==> src/rtl/clkdiv_ctrl.sv <==
// Runtime-programmable 50%-duty clock divider with start/stop control and a
// one-deep divisor mailbox that only takes effect at a period boundary.
module clkdiv_ctrl #(
    parameter int WIDTH       = 16,
    parameter int DEFAULT_DIV = 2
) (
    input  logic             clk,
    input  logic             rst_n,
    input  logic             en,
    input  logic [WIDTH-1:0] div_in,
    input  logic             div_valid,
    output logic             div_ready,
    output logic             out,
    output logic             tick,
    output logic             running,
    output logic [WIDTH-1:0] div_cur,
    output logic [1:0]       fsm_state
);

    // Handshake: a divisor transfers on any rising edge where div_valid and
    // div_ready are both high; div_ready falls on the following cycle and stays
    // low until the held divisor has been applied. div_valid is ignored while
    // div_ready is low.

    typedef enum logic [1:0] {
        IDLE     = 2'd0,
        RUN      = 2'd1,
        STOPPING = 2'd2
    } state_t;

    localparam logic [WIDTH-1:0] ONE     = WIDTH'(1);
    localparam logic [WIDTH-1:0] TWO     = WIDTH'(2);
    localparam logic [WIDTH-1:0] DEF_RAW = WIDTH'(DEFAULT_DIV);

    state_t           state;
    logic [WIDTH-1:0] cnt;
    logic [WIDTH-1:0] pend_div;
    logic             pend_valid;
    logic [WIDTH-1:0] half;
    logic             toggle;

    // Odd divisors round down to even; anything below 2 clamps to 2.
    function automatic logic [WIDTH-1:0] sanitize(input logic [WIDTH-1:0] d);
        logic [WIDTH-1:0] e;
        e = d & ~ONE;
        if (e < TWO) begin
            e = TWO;
        end
        return e;
    endfunction

    assign half      = div_cur >> 1;
    assign toggle    = (cnt >= half);
    assign div_ready = ~pend_valid;
    assign fsm_state = state;

    always_ff @(posedge clk or negedge rst_n) begin
        if (!rst_n) begin
            state      <= IDLE;
            out        <= 1'b0;
            tick       <= 1'b0;
            running    <= 1'b0;
            cnt        <= '0;
            div_cur    <= sanitize(DEF_RAW);
            pend_div   <= '0;
            pend_valid <= 1'b0;
        end else begin
            tick <= 1'b0;

            if (div_valid && !pend_valid) begin
                pend_div   <= sanitize(div_in);
                pend_valid <= 1'b1;
            end

            case (state)
                IDLE: begin
                    out <= 1'b0;
                    if (pend_valid) begin
                        div_cur    <= pend_div;
                        pend_valid <= 1'b0;
                    end
                    if (en) begin
                        state   <= RUN;
                        cnt     <= ONE;
                        running <= 1'b1;
                    end else begin
                        cnt <= '0;
                    end
                end

                RUN, STOPPING: begin
                    if (!en && !out) begin
                        // Low phase can be cut short without producing a runt.
                        state   <= IDLE;
                        cnt     <= '0;
                        running <= 1'b0;
                    end else if (toggle) begin
                        out  <= ~out;
                        cnt  <= ONE;
                        tick <= ~out;
                        if (out) begin
                            // Falling edge closes the period: the only safe apply point.
                            if (pend_valid) begin
                                div_cur    <= pend_div;
                                pend_valid <= 1'b0;
                            end
                            if (!en) begin
                                state   <= IDLE;
                                cnt     <= '0;
                                running <= 1'b0;
                            end else begin
                                state <= RUN;
                            end
                        end else begin
                            state <= RUN;
                        end
                    end else begin
                        cnt   <= cnt + ONE;
                        state <= en ? RUN : STOPPING;
                    end
                end

                default: begin
                    state   <= IDLE;
                    out     <= 1'b0;
                    cnt     <= '0;
                    running <= 1'b0;
                end
            endcase
        end
    end

endmodule

==> config.mk <==
export PLATFORM = sky130hd
export DESIGN_NAME = clkdiv_ctrl
export DESIGN_NICKNAME = d
export VERILOG_FILES = /design/src/rtl/clkdiv_ctrl.sv
export SDC_FILE = /design/constraint.sdc
export NUM_CORES = 1
export LEC_CHECK = 0
export ABC_AREA = 1
export CAP_MARGIN = 20
export CORE_MARGIN = 2
export CORE_UTILIZATION = 59
export DETAILED_ROUTE_END_ITERATION = 6
export GPL_ROUTABILITY_DRIVEN = 0
export GPL_TIMING_DRIVEN = 0
export PLACE_DENSITY_LB_ADDON = 0.05
export SYNTH_ARGS = -nofsm -noshare
export SYNTH_HDL_FRONTEND = slang
export SYNTH_SLANG_ARGS = --single-unit
==> constraint.sdc <==
create_clock -name clk -period 4.08 [get_ports clk]
set_clock_uncertainty 0.05 [all_clocks]
set_input_delay 0.612 -clock clk [delete_from_list [all_inputs] [get_ports clk]]
set_output_delay 0.612 -clock clk [all_outputs]
set_load 0.05 [all_outputs]
Yosys cells after proc, flatten, opt, wreduce, memory -nomap -nowiden. Index checks and enable logic that the tools add are counted. W data, S select, Z words.

Bits in registers: 54. Bits of input ports: 20. Output and inout bits: 22.

$add $sub $neg: 1. Magnitude comparators: 2. Eq/ne operators: 9. Muxes and demuxes: 36. Bitwise operators: 2. Reduce and logical (&&, ||, !) cells: 11.

Operators by type and width (number): $mux W16 (7); $pmux W16 S2 (2); $mux W1 (19); $add A16 B1 Y16 const B (1); $ge A16 B15 Y1 (1); $lt A16 B2 Y1 const B (1); $mux W2 (5); $ne A3 B3 Y1 const B (3); $ne A2 B2 Y1 const B (4); $reduce_and A4 Y1 (2); $pmux W1 S2 (2); $pmux W2 S2 (1); $logic_not A1 Y1 (3); $eq A2 B1 Y1 const B (1); $eq A2 B2 Y1 const B (1); $logic_and A1 B1 Y1 (2); $logic_not A2 Y1 (1); $not A1 Y1 (2); $reduce_and A2 Y1 (1); $reduce_bool A2 Y1 (1); $reduce_or A2 Y1 (1).

Longest topological paths before layout. Gate-level depths: netlist (run 1).

Depth after elaboration: 8. Mapped depth: 15. Depth with buffers taken out: 14.

Worst setup path after synthesis (run 1). Ideal clock, no wire load.

Kind: reg-to-reg. From: register state[0] (netlist: fsm_state[0]). To: register div_cur[10]. Setup time: 0.119 ns. Arrival: 1.961 ns. Required time: 3.911 ns. Slack: 1.951 ns. Stages on the path, launching flop included: 9. Buffers on the path: 2. Clock period less this slack: 2.129 ns. Cell sequence: dfrtp_1 > inv_1 > ha_1 > buf_4 > a211oi_4 > nand3_4 > buf_8 > nand2_2 > nand2_1.

Longest elaborated chain between the ends: 4. Elaborated cells on any way between the ends: 10.

RTL lines: start, declared (line 35) `state_t state;`; start signal, assigned (line 119) `state <= en ? RUN : STOPPING;`; $eq A2 B1 Y1 or $eq A2 B2 Y1 (tied branches) (line 75) `case (state)`; $reduce_or A2 Y1 (line 75); $ne A2 B2 Y1 (no source line) or $reduce_bool A2 Y1 (tied branches); $reduce_and A4 Y1 (no source line); end signal, assigned (line 64) `div_cur <= sanitize(DEF_RAW);`; end signal, assigned (line 79) `div_cur <= pend_div;`; end signal, assigned (line 104) `div_cur <= pend_div;`; end, declared (line 16) `output logic [WIDTH-1:0] div_cur,`.

Several ways; a longest one is shown, not always the timed one. A chain may end at the register's enable or synchronous reset.

Worst setup path in the final report (run 1).
From: register div_cur[1]. To: output div_cur[1].

No word-level cell between the ends.

==> reports/qor.txt, run 1 <==
minimum clock period: 2.35 ns
Leak: 0.00170 uW
Die ar.: 5700 um^2
Antenna Cells: 0
Worst Max-Slew Pin Slew: 0.506 ns
number of port buffers: 39
largest net degree at the start of global routing: 41
# IOs: 42
GR Util met3: 4.23%
first-pass GRT wire length: 9740 um
number of global-route vias before repair: 2216
Post-synth top flop: dfrtp_1
Crit Path Class: flip-flop to output port
pre-CTS WS: 1.77 ns
Worst Path Arrival: 1.69 ns
slew margin rel.: 66.1%
CTS HTree Levels: 2
CP delay by family, top: buffers and inverters
Final Hold Fails: 0
total track usage: 22.7%
TritonCTS clock tree: done
Final ANT Viol Nets: 0
CTS Buffer Depth: 2
Post-CTS Setup Bufs: 0
PD cells: 591 nW/um^2
NumNets Final: 427
GR Util met1: 29.5%
DRC: 0
Async SR Flop Fraction: 100%
initial DRC count: 101
die height: 75.5 um
layout cell share with drive strength beyond 1: 18.2%
max-slew violations: 0
sequential element share of the synthesized area: 43.2%
synthesized flop and latch total: 52
outcome: completed
setup TNS: 0 ns
MaxCap Viol Count: 0
Core ar.: 5010 um^2
clock root cell: clkbuf_8
Synth top area share: 42.3%
met2 GRT Util: 38.2%
Hold-fix buffers, CTS: 0
Post-Syn Area: 3020 um^2
R2R setup slack: 2.13 ns
# setup viols final: 0
area delta synth->final: 19.5%
Worst VDD drop: 380 uV
hold slack: 0.127 ns
yosys warns: 0
slowest CP cell: clkdlybuf4s50_1
starting density of the core: 60.2%
Synth Net Count: 380
distinct cell type count after synthesis: 35
Synth area leader: dfrtp_1
WP buf/inv: 1
CP max stage delay: 0.80 ns
Synth Instances: 342
wirelength, routed: 5860 um
cell breakdown of the critical path: clkdlybuf4s50_1
crit share post-route: 57.6%
Syn Area/Cell: 8.82 um^2
total grt overflow: 0
First-pass DRT Iterations: 4
clock sink total: 52
initial antenna violation count: 0
Vias/cell: 4.98
Die W: 75.5 um
DR vias: 2289
worst skew pair latency: 0.32 ns
post-route setup slack: 1.73 ns
most common cell in the netlist: nand2_1
CP Capture Type: output port
worst hold path class: input pin to async pin
std cell rows: 26
Critical Path RT: 3.42 ns
critical path startpoint category: flip-flop
EDFF count, synth: 0
WL/cell: 12.7 um
RSZ-0062 raised after global routing: no
crit-path max FO: 3
Most Used Layer, Global Route: met2
Fmax: 0.425 GHz
post-DP HPWL: 4610 um
cts repair resizes: 0
clk slew on worst S/H paths: 0.10 ns
Synth top cells by count: nand2_1, dfrtp_1, inv_1, nand4_1, ha_1
Area contributors post-synth: dfrtp_1, nand2_1, ha_1, nor2_4, inv_1
CTS Buf Count: 5
==> flip-flops by register name, summed over array words and instances, names as in the netlist <==
| name | flops |
|---|---|
| cnt | 16 |
| div_cur | 15 |
| fsm_state | 2 |
| out | 1 |
| pend_div | 15 |
| pend_valid | 1 |
| running | 1 |
| tick | 1 |
==> layer usage <==
layer / vias up / part of all wire [%]
li1: 1188 / -
met1: 1057 / 46
met2: 35 / 49
met3: 9 / 3.1
met4: 0 / 1.7
met5: - / 0
==> worst paths after layout <==
kind | start | endpoint | cells after the start
worst max-delay path | div_cur[1] | div_cur[1] | 1
worst min-delay path | rst_n | cnt[9] | 1
worst max register to register | div_cur[8] | div_cur[10] | 13
worst min register to register | pend_div[12] | pend_div[12] | 2
max in group asynchronous | rst_n | div_cur[1] | 2
min in group clk | pend_div[12] | pend_div[12] | 2
==> cells by family (layout without fill, tap and decap cells) <==
group / after synthesis / in the layout / share of synthesized area [%]
buf+inv: 54 / 102 / 8.13
xor+xnor: 10 / 10 / 2.90
fa+ha+maj: 18 / 18 / 7.47
simple gates: 190 / 190 / 34.4
compound gates: 17 / 17 / 3.73
other cells: 1 / 1 / 0.124
flops: 52 / 52 / 43.2
==> power by group <==
group          switching [uW]  internal [uW]  total, uW
logic                     664            353       1020
clock network             187            125        313
registers                 128            673        801
total                     979           1150       2130
==> final cells by class <==
cell class / count / area (um^2)
Buffer: 9 / 73.8
Timing Repair Buffer: 40 / 405
Fill cell: 418 / 1410
Sequential cell: 52 / 1300
Clock buffer: 5 / 68.8
Tap cell: 70 / 87.6
Clock inverter: 3 / 25.0
Multi-Input combinational cell: 236 / 1470
Inverter: 45 / 171
==> cell usage in the layout, fill, tap and decap left out, drive strengths merged <==
cell type,Yosys,final
a211oi,1,1
a21o,1,1
a21oi,10,10
buf,6,8
clkbuf,3,8
clkdlybuf4s50,0,38
clkinvlp,0,1
conb,1,1
dfrtp,51,51
dfstp,1,1
ha,18,18
inv,45,47
nand2,109,109
nand3,15,15
nand4,22,22
nor2,35,35
nor3,5,5
nor4,3,3
o21ai,3,3
o22ai,2,2
or2,1,1
xnor2,3,3
xor2,7,7
==> per-stage QoR <==
step | power, uW | cell area [um^2] | util, % | std cells
floorplan | 1520 | 3020 | - | 342
global placement | 1800 | 3490 | 69.7 | 451
detailed placement | 1830 | 3510 | 70.0 | 452
CTS | 2150 | 3600 | 71.9 | 460
global route | 2270 | 3600 | 71.9 | 460
finish | 2130 | 3600 | 71.9 | 460
No activity file was read; power rests on OpenSTA's default activity.
==> run 2: changes to the inputs <==
- CORE_UTILIZATION: 59 -> 50
- clock period: 4.08 -> 2 ns (I/O delays scaled with it)
==> run 2 against run 1 <==
Net effect:
- die area grew 17%
- total power grew 110%
- worst setup slack lost 1.6 ns
- critical path depth is the same
- routed wire length grew 3.3%
- final cell count grew 3.0%
- highest routed layer unchanged
==> reports/qor.txt, run 2 (synthesis gave the netlist of run 1 again) <==
Die W: 81.7 um
minimum clock period: 1.92 ns
clock sink total: 52
number of global-route vias before repair: 2137
Final ANT Viol Nets: 0
Top Metal Used: met4
r2r endpoint: div_cur[10]
most frequent cells in the layout: nand2_1, inv_1, clkdlybuf4s50_1
Worst VDD drop: 629 uV
placed cell area: 3530 um^2
initial DRC count: 55
WL/cell: 12.8 um
Hold Startpoint: pend_div[12]
initial antenna violation count: 0
Crit Path Class: flip-flop to output port
DR vias: 2273
Worst Path Arrival: 1.57 ns
multi-input logic area: 1480 um^2
largest registers: cnt (16), div_cur (15), pend_div (15)
Leak: 0.00174 uW
post-DP HPWL: 4680 um
worst r2r src: fsm_state[0]
Detail Route met3 WL: 206 um
Antenna Cells: 0
Hold Crit Depth: 2
outcome: completed
largest net degree at the start of global routing: 31
PD cells: 1180 nW/um^2
Core ar.: 5890 um^2
Design Area, Final: 3730 um^2
layout cell share with drive strength beyond 1: 24.3%
starting density of the core: 51.2%
Reg with most FFs: cnt
std cell rows: 28
wirelength, routed: 6050 um
FF-to-FF path depth: 8
cell breakdown of the critical path: clkdlybuf4s50_1
First-pass DRT Iterations: 4
number of flip-flops in the largest register: 16
# IOs: 42
area delta synth->final: 23.7%
die height: 81.7 um
number of port buffers: 39
Die ar.: 6670 um^2
worst skew pair latency: 0.31 ns
CTS Buffer Depth: 2
DRC: 0
clk slew on worst S/H paths: 0.10 ns
total grt overflow: 0
Worst Max-Slew Pin Slew: 0.573 ns
hold slack: 0.432 ns
worst hold path class: flip-flop to flip-flop
CP delay by family, top: buffers and inverters
CTS HTree Levels: 2
Vias/cell: 4.80
storage element area: 1320 um^2
# setup viols final: 0
WP buf/inv: 1
setup TNS: 0 ns
pre-CTS WS: -0.0140 ns
post-route setup slack: 0.0803 ns
Final Hold Fails: 0
CTS Buf Count: 5
max-slew violations: 0
total track usage: 19.3%
slew margin rel.: 61.8%
R2R setup slack: 0.10 ns
first-pass GRT wire length: 9870 um
clock root cell: clkbuf_8
fillers: 542
CP max stage delay: 0.83 ns
WL met2: 2880 um
met1 wire length: 2920 um
Critical Path RT: 1.65 ns
crit share post-route: 96.0%
commonest non-fill, non-tap cell in the layout: nand2_1
TritonCTS clock tree: done
NumNets Final: 436
hold endpoint: pend_div[12]
Power Total: 4420 uW
slowest CP cell: clkdlybuf4s50_1
crit-path max FO: 5
critical path startpoint category: flip-flop
Fmax: 0.521 GHz
MaxCap Viol Count: 0
CP Capture Type: output port
## run 2: cell types whose count changed in the layout (fill, tap and decap cells not counted), moves of 2 or more
cell             previous run  this run
clkdlybuf4s50_1            38        36
dlygate4sd2_1               0         2
dfrtp_2                     0        16
dfrtp_1                    51        35
inv_6                       2         0
buf_4                       3        11
## run 2: routing by layer
layer,track usage [%],up-vias
li1,-,1202
met5,0,-
met2,31.8,27
met1,25.8,1039
met3,5.16,5
met4,4.00,0
## run 2: area by class of cell
| class | instances | share of cell area (%) |
|---|---|---|
| Multi-Input combinational cell | 236 | 39.8 |
| Clock inverter | 2 | 0.335 |
| Sequential cell | 52 | 35.5 |
| Buffer | 9 | 2.21 |
| Tap cell | 75 | 2.52 |
| Clock buffer | 6 | 1.95 |
| Inverter | 45 | 4.60 |
| Timing Repair Buffer | 49 | 13.1 |
## run 2: metrics by stage
stage	utilization, %	instances
floorplan	-	342
global placement	59.7	456
detailed placement	60.0	457
CTS	61.5	466
global route	63.4	474
finish	63.4	474
## run 2: how the worst max path moves through the flow
stage                  endpoint  depth (start not counted)        start
floorplan           div_cur[11]                         12   div_cur[2]
global route        div_cur[10]                         10  div_cur[15]
finish                      out                          1          out
CTS                 div_cur[10]                          9  div_cur[12]
global placement    div_cur[13]                          1        rst_n
detailed placement  div_cur[10]                          6           en
## run 2: power breakdown
group	switching (uW)	leakage (uW)	total (uW)	internal [uW]
clock network	359	0.0000412	604	246
logic	1380	0.00104	2180	800
registers	247	0.000652	1640	1390
total	1980	0.00174	4420	2430
## run 2: repair_timing
item / CTS / global route
resized for setup: 2 / 11
pin swaps: 0 / 5
hold endpoints to repair: 21 / 0
hold buffers: 1 / 0
setup buffers: 0 / 7
cloned: 0 / 1
endpoints found under the setup margin: 2 / 20
